===== src/rtl/axi4lite_read_ctrl.sv =====
// AXI4-Lite read slave: queues accepted AR addresses and serves them one at a time from a req/ack register backend.
// Optional backend wait timeout when AXIL_RD_TIMEOUT_EN is defined.
module axi4lite_read_ctrl #(
  parameter int                     pADDR_WIDTH = 12,
  parameter int                     pDATA_WIDTH = 32,
  parameter int                     pFIFO_DEPTH = 4,
  parameter logic [pADDR_WIDTH-1:0] pADDR_LIMIT = 'h100,
  parameter int                     pTIMEOUT    = 16
) (
  input  logic                   axis_clk,
  input  logic                   axis_rst,
  input  logic [pADDR_WIDTH-1:0] araddr,
  input  logic                   arvalid,
  output logic                   arready,
  output logic [pDATA_WIDTH-1:0] rdata,
  output logic [1:0]             rresp,
  output logic                   rvalid,
  input  logic                   rready,
  output logic                   cfg_rd_req,
  output logic [pADDR_WIDTH-1:0] cfg_rd_addr,
  input  logic [pDATA_WIDTH-1:0] cfg_rd_data,
  input  logic                   cfg_rd_ack,
  output logic                   busy,
  output logic [1:0]             state_o
);

  localparam int PTR_W = $clog2(pFIFO_DEPTH);
  localparam int CNT_W = PTR_W + 1;
  localparam logic [1:0] RESP_OKAY   = 2'b00;
  localparam logic [1:0] RESP_SLVERR = 2'b10;

  typedef enum logic [1:0] {
    ST_IDLE = 2'd0,
    ST_WAIT = 2'd1,
    ST_RESP = 2'd2
  } state_t;

  state_t                 state_q, state_d;
  logic [pADDR_WIDTH-1:0] fifo_q [pFIFO_DEPTH];
  logic [PTR_W-1:0]       wr_ptr_q, wr_ptr_d, rd_ptr_q, rd_ptr_d;
  logic [CNT_W-1:0]       count_q, count_d;
  logic [pDATA_WIDTH-1:0] rdata_q, rdata_d;
  logic [1:0]             rresp_q, rresp_d;
  logic                   rvalid_q, rvalid_d;
  logic                   req_q, req_d;
  logic [pADDR_WIDTH-1:0] addr_q, addr_d;
  logic                   fifo_full, fifo_empty, push, pop;
  logic [pADDR_WIDTH-1:0] head;

`ifdef AXIL_RD_TIMEOUT_EN
  localparam int TMO_W = $clog2(pTIMEOUT + 1);
  logic [TMO_W-1:0] tmo_cnt_q, tmo_cnt_d;
`endif

  assign fifo_full  = (count_q == CNT_W'(pFIFO_DEPTH));
  assign fifo_empty = (count_q == '0);
  assign arready    = !axis_rst && !fifo_full;
  assign push       = arvalid && arready;
  assign pop        = (state_q == ST_IDLE) && !fifo_empty;
  assign head       = fifo_q[rd_ptr_q];

  always_comb begin
    wr_ptr_d = push ? wr_ptr_q + 1'b1 : wr_ptr_q;
    rd_ptr_d = pop  ? rd_ptr_q + 1'b1 : rd_ptr_q;
    unique case ({push, pop})
      2'b10:   count_d = count_q + 1'b1;
      2'b01:   count_d = count_q - 1'b1;
      default: count_d = count_q;
    endcase
  end

  always_comb begin
    state_d  = state_q;
    rdata_d  = rdata_q;
    rresp_d  = rresp_q;
    rvalid_d = rvalid_q;
    req_d    = req_q;
    addr_d   = addr_q;
`ifdef AXIL_RD_TIMEOUT_EN
    tmo_cnt_d = tmo_cnt_q;
`endif
    unique case (state_q)
      ST_IDLE: begin
        if (!fifo_empty) begin
          if (head < pADDR_LIMIT) begin
            state_d = ST_WAIT;
            req_d   = 1'b1;
            addr_d  = head;
`ifdef AXIL_RD_TIMEOUT_EN
            tmo_cnt_d = '0;
`endif
          end else begin
            // out-of-range reads answer directly without touching the backend
            state_d  = ST_RESP;
            rvalid_d = 1'b1;
            rdata_d  = '0;
            rresp_d  = RESP_SLVERR;
          end
        end
      end
      ST_WAIT: begin
        if (cfg_rd_ack) begin
          state_d  = ST_RESP;
          rvalid_d = 1'b1;
          rdata_d  = cfg_rd_data;
          rresp_d  = RESP_OKAY;
          req_d    = 1'b0;
        end
`ifdef AXIL_RD_TIMEOUT_EN
        else if (tmo_cnt_q == TMO_W'(pTIMEOUT - 1)) begin
          state_d  = ST_RESP;
          rvalid_d = 1'b1;
          rdata_d  = '0;
          rresp_d  = RESP_SLVERR;
          req_d    = 1'b0;
        end else begin
          tmo_cnt_d = tmo_cnt_q + 1'b1;
        end
`endif
      end
      ST_RESP: begin
        if (rready) begin
          state_d  = ST_IDLE;
          rvalid_d = 1'b0;
        end
      end
      default: state_d = ST_IDLE;
    endcase
  end

  always_ff @(posedge axis_clk) begin
    if (axis_rst) begin
      state_q  <= ST_IDLE;
      wr_ptr_q <= '0;
      rd_ptr_q <= '0;
      count_q  <= '0;
      rdata_q  <= '0;
      rresp_q  <= RESP_OKAY;
      rvalid_q <= 1'b0;
      req_q    <= 1'b0;
      addr_q   <= '0;
`ifdef AXIL_RD_TIMEOUT_EN
      tmo_cnt_q <= '0;
`endif
    end else begin
      state_q  <= state_d;
      wr_ptr_q <= wr_ptr_d;
      rd_ptr_q <= rd_ptr_d;
      count_q  <= count_d;
      rdata_q  <= rdata_d;
      rresp_q  <= rresp_d;
      rvalid_q <= rvalid_d;
      req_q    <= req_d;
      addr_q   <= addr_d;
`ifdef AXIL_RD_TIMEOUT_EN
      tmo_cnt_q <= tmo_cnt_d;
`endif
    end
  end

  // entry storage needs no reset; the pointers and count define validity
  always_ff @(posedge axis_clk) begin
    if (push) fifo_q[wr_ptr_q] <= araddr;
  end

  assign rdata       = rdata_q;
  assign rresp       = rresp_q;
  assign rvalid      = rvalid_q;
  assign cfg_rd_req  = req_q;
  assign cfg_rd_addr = addr_q;
  assign busy        = !fifo_empty || (state_q != ST_IDLE);
  assign state_o     = state_q;

endmodule


===== config.mk =====
export PLATFORM = sky130hd
export DESIGN_NAME = axi4lite_read_ctrl
export DESIGN_NICKNAME = d
export VERILOG_FILES = /design/src/rtl/axi4lite_read_ctrl.sv
export SDC_FILE = /design/constraint.sdc
export NUM_CORES = 1
export LEC_CHECK = 0
export BUFFER_PORTS_ARGS = -buffer_cell sky130_fd_sc_hd__buf_2
export CORE_UTILIZATION = 51
export DETAILED_ROUTE_END_ITERATION = 16
export PLACE_DENSITY = 0.83
export SYNTH_ARGS = -nofsm -noshare
export SYNTH_HDL_FRONTEND = slang
export SYNTH_SLANG_ARGS = --single-unit
export TNS_END_PERCENT = 10

===== constraint.sdc =====
create_clock -name axis_clk -period 3.8 [get_ports axis_clk]
set_clock_uncertainty 0.15 [all_clocks]
set_input_delay 0.57 -clock axis_clk [delete_from_list [all_inputs] [get_ports axis_clk]]
set_output_delay 0.57 -clock axis_clk [all_outputs]
set_load 0.01 [all_outputs]

After elaboration in Yosys (flattened, before gate mapping)
Memory sizes are Yosys's and may differ from the RTL's. A register that Yosys moved wholly into a read port is not among the register bits.
Index checks and enable logic that the tools add are counted.
{ "totals": {"reg_bits": 57, "latch_bits": 0, "mem_bits_rw": 48, "mem_bits_ro": 0, "input_bits": 49, "output_inout_bits": 52, "n_memories": 1} }
{ "op_classes": {"n_addsub": 4, "multipliers": 0, "div": 0, "order_cmp": 1, "n_eq_ne": 10, "n_shift": 0, "muxes": 27, "n_bitwise": 1, "n_reduce_logical": 18} }
{ "memory_table": {"columns": ["memory", "words", "width", "rd", "rd_clocked_by_memory_dff", "write_ports", "line", "text"], "rows": [
  ["fifo_q", 4, 12, 1, 1, 1, "39", "logic [pADDR_WIDTH-1:0] fifo_q [pFIFO_DEPTH];"]
]} }
{ "op_table": {"columns": ["cell", "count"], "rows": [
  ["2-to-1 mux 32 bit", 3],
  ["one-hot mux 32 bit (2 select lines)", 1],
  ["2-to-1 mux 2 bit", 9],
  ["< comparator 12 x 9 -> 1 bit (second input constant)", 1],
  ["2-to-1 mux 1 bit", 9],
  ["inequality test 2 bit (second input constant)", 4],
  ["AND reduction 4 bit", 2],
  ["one-hot mux 2 bit (3 select lines)", 1],
  ["one-hot mux 3 bit (2 select lines)", 1],
  ["AND reduction 3 bit", 2],
  ["nonzero test 2 bit", 3],
  ["AND reduction 5 bit", 1],
  ["adder 2 x 1 -> 2 bit (second input constant)", 2],
  ["equality test 2 x 1 -> 1 bit (second input constant)", 2],
  ["equality test 2 bit (second input constant)", 2],
  ["one-hot mux 2 bit (2 select lines)", 1],
  ["adder 3 x 1 -> 3 bit (second input constant)", 1],
  ["equality test 3 bit (second input constant)", 1],
  ["logical AND 1 bit", 3],
  ["zero test 1 bit", 3],
  ["zero test 3 bit", 1],
  ["one-hot mux 1 bit (3 select lines)", 1],
  ["nonzero test 3 bit", 1],
  ["subtractor 3 x 1 -> 3 bit (second input constant)", 1],
  ["5 further kinds", 5]
]} }

Depth between registers and ports, before layout
{ "logic_depth": {"word_depth": 6, "mapped_depth": 9, "mapped_depth_nobuf": 9} }

Worst setup path before layout
Ideal clock, no wire load.
{ "synth_timing": {"path_type": "in2reg", "from": "input port axis_rst", "to": "register count_q[2]", "t_arrival_ps": 2512, "required_ps": 3580, "path_slack_ps": 1068, "cell_stages": 9, "n_path_buf": 1, "path_cell_list": "clkbuf_1 a21oi_1 and2_1 inv_1 ha_1 fa_1 xnor2_1 or3_1 a21oi_1"} }
{ "synth_between": {"elab_chain_cells": 5, "word_cells_on_any_way": 7} }
{ "synth_rtl": {"columns": ["item", "line", "text"], "rows": [
  ["start, declared", "11", "input logic axis_rst,"],
  ["zero test 1 bit *", "57", "assign arready = !axis_rst && !fifo_full;"],
  ["logical AND 1 bit *", "57", null],
  ["via arready", "14", "output logic arready,"],
  ["logical AND 1 bit *", "58", "assign push = arvalid && arready;"],
  ["equality test 2 x 1 -> 1 bit or equality test 2 bit (tied branches)", "65", "unique case ({push, pop})"],
  ["one-hot mux 3 bit (2 select lines) or nonzero test 2 bit (tied branches)", null, null],
  ["end signal, assigned", "149", "count_q <= count_d;"],
  ["end, declared", "41", "logic [CNT_W-1:0] count_q, count_d;"]
]} }
Mark *: on every way through the listed nets, which the timed path passes. The rest lies on a longest branch.
A chain may end at the register's enable or synchronous reset.

==> flow_summary.json <==
{
  "ys_top_cells_by_area": "edfxtp_1, dfxtp_1, nand2b_1",
  "post-place-ws_ns": 1.07,
  "async_flop_share_pct": 0,
  "syn_nets": 374,
  "status": "finished clean",
  "final_max_slew_viol_count": 0,
  "grt_pass1_wl_um": 11900,
  "cpPeakStageDelay_ns": 0.77,
  "htreeDepth": 3,
  "yosysTopAreaCellShare_pct": 35.9,
  "worstPathCellList": "nand3b_2 > nand4_4 > a2111oi_4 > buf_4 > o21ai_0",
  "start_kind": "flop",
  "yosys_warnings": 0,
  "clk_path_buf_depth": 2,
  "slew_headroom_pct": 55.1,
  "wl_um": 7390,
  "synth_most_common_cell": "dfxtp_1",
  "die_h_um": 90.8,
  "switching_share_pct": 28.9,
  "yosys_register_bits": 106,
  "power_switching_uw": 808,
  "powerDensity_nw_per_um2": 581,
  "cts-root-buf": "clkbuf_8",
  "register_area_sq_um": 2600,
  "cts_sinks": 106,
  "hp-class": "primary input to flop",
  "syn_inst": 319,
  "drt_pass1_iterations": 4,
  "cts_tree": "built",
  "final_util_pct": 62.7,
  "cp_data_required_time_ns": 3.88,
  "grt_use_total_pct": 18.7,
  "fill_cells": 606,
  "synth-edff-count": 48,
  "setup_viol": 0,
  "nets": 472,
  "io_pins": 101,
  "p_clk_share_pct": 29.5,
  "vias": 2658,
  "fmax_mhz": 381,
  "io_buffers": 99,
  "p_comb_share_pct": 21.6,
  "die_w_um": 90.8,
  "gp_congestion": 0.784,
  "rsz0062_at_grt": "no",
  "multi_input_area_sq_um": 1300,
  "path_class": "flop to flop",
  "cts_resized": 0,
  "synthToLayoutAreaGrowth_pct": 19.9,
  "antenna_found_initial": 0,
  "crit_path_max_fanout": 21,
  "synth_flop_cell": "dfxtp_1",
  "drive_above_1_share_pct": 31.5,
  "synth_top_cell_by_area": "edfxtp_1",
  "grt_pass1_vias": 2457,
  "grt_overflow": 0,
  "ys_top_cells_by_count": "dfxtp_1, edfxtp_1, nand2_1",
  "worst_ir_drop_vdd_mv": 0.350,
  "worst_slew_pin_slew_ns": 0.672,
  "cts_hold_buffers": 0,
  "num_rows": 32,
  "drt_iter0_drc": 138,
  "intPower_uw": 1990,
  "vias_per_cell": 5.07,
  "cts-buffers-inserted": 9,
  "clkLatencyLatePin_ns": 0.36,
  "postCtsSetupBuffers": 0,
  "drc": 0,
  "grt_max_degree": 55,
  "netlist_area_sq_um": 4020,
  "dp_hpwl_um": 5100,
  "period_minus_slack_ns": 2.63,
  "coreArea_sq_um": 7690,
  "ys_seq_area_share_pct": 64.7,
  "setup_ws_ns": 1.17,
  "post-route-period-util_pct": 69.1,
  "tns_ns": 0,
  "synth.distinct_cells": 37,
  "pwr-share-seq_pct": 48.9,
  "wl_per_cell_um": 14.1,
  "syn_avg_cell_area_sq_um": 12.6,
  "diodes": 0,
  "arrival_ns": 2.71,
  "crit_slowest_cell": "dfxtp_1",
  "clk_pin_slew_ns": 0.10,
  "hold_viol": 0,
  "p_leak_uw": 0.00191,
  "ant_nets": 0,
  "fp.dieArea_sq_um": 8240,
  "initial_utilization_pct": 52.3,
  "cap_violations": 0,
  "crit_path_end_kind": "flop"
}
## registers in the layout, summed over array words and instances (netlist names), named ones only
register	count
count_q	3
wr_ptr_q	2
cfg_rd_addr	12
state_o	2
rd_ptr_q	2
rdata	32
rvalid	1
cfg_rd_req	1
rresp	1
fifo_q	48
## metal layers
layer	routed length, um	track usage [%]
met5	0	0
met4	150	8.60
met3	287	4.29
met2	3790	30.2
met1	3170	23.8
## cell usage in the layout (no fill, tap or decap), types with 2 or more instances in the layout
cell,n
xor2_1,2
dfxtp_1,58
a21oi_1,4
nand3b_2,2
or3_1,2
nor4_1,4
ha_1,5
inv_1,4
bufinv_16,3
nor3_1,2
clkbuf_8,9
mux2i_1,10
xnor2_1,3
buf_4,4
nand2b_1,32
nor2_1,20
nand2_1,39
a41oi_1,2
mux4_2,7
o21a_1,2
edfxtp_1,48
o21ai_0,31
o21ai_1,3
nor2b_1,2
and2_1,5
buf_2,99
and3_1,4
## cell type report
class | count | share of cell area (%)
clock buffers | 9 | 2.57
flip-flops and latches | 106 | 54.0
well taps | 102 | 2.65
clock inverters | 7 | 2.57
repair buffers | 103 | 10.9
inverters | 4 | 0.312
multi-input cells | 193 | 27.0
## power by group through the flow
stage	sequential (uW)	clock [uW]	combinational, uW
3_5_place_dp	1390	0	605
2_1_floorplan	1370	0	518
5_1_grt	1390	887	671
3_3_place_gp	1390	0	592
6_report	1370	827	604
4_1_cts	1370	837	609
## critical path, delay by kind of cell, from the launching register on
| kind | cells | cell delay (ns) |
|---|---|---|
| and+or+nand+nor | 2 | 0.41 |
| AOI/OAI and AO/OA | 2 | 0.82 |
| DFF | 1 | 0.77 |
| buffers and inverters | 1 | 0.34 |
## path summary, 6_finish.rpt
path	to	start	slack, ns	depth (start not counted)
setup / recovery	rdata[18]	flop	1.17	5
setup reg to reg	rdata[18]	flop	1.17	5
hold reg to reg	cfg_rd_addr[11]	cfg_rd_addr[11]	0.31	1
hold / removal	rdata[12]	cfg_rd_data[12]	0.24	3
## logic make-up (layout without fill, tap and decap cells)
group	count (synthesis)	after routing	synth area share, %
multiplexers	18	18	7.07
flip-flops	106	106	64.7
AND/OR/NAND/NOR	118	118	15.3
buffers and inverters	20	123	2.99
AO/OA/AOI/OAI	45	45	6.66
XOR/XNOR	5	5	1.09
adder cells (fa/ha/maj)	6	6	2.05
other	1	1	0.0933
## per-stage QoR
stage / hold slack [ns] / area (sq um) / power [uW] / instances
global route: 0.241 / 4820 / 2940 / 524
CTS: 0.229 / 4820 / 2820 / 524
global placement: 0.288 / 4570 / 1980 / 508
finish: 0.244 / 4820 / 2800 / 524
detailed placement: 0.293 / 4570 / 2000 / 508
floorplan: 0.329 / 4020 / 1890 / 319
No activity file was read; power rests on OpenSTA's default activity.
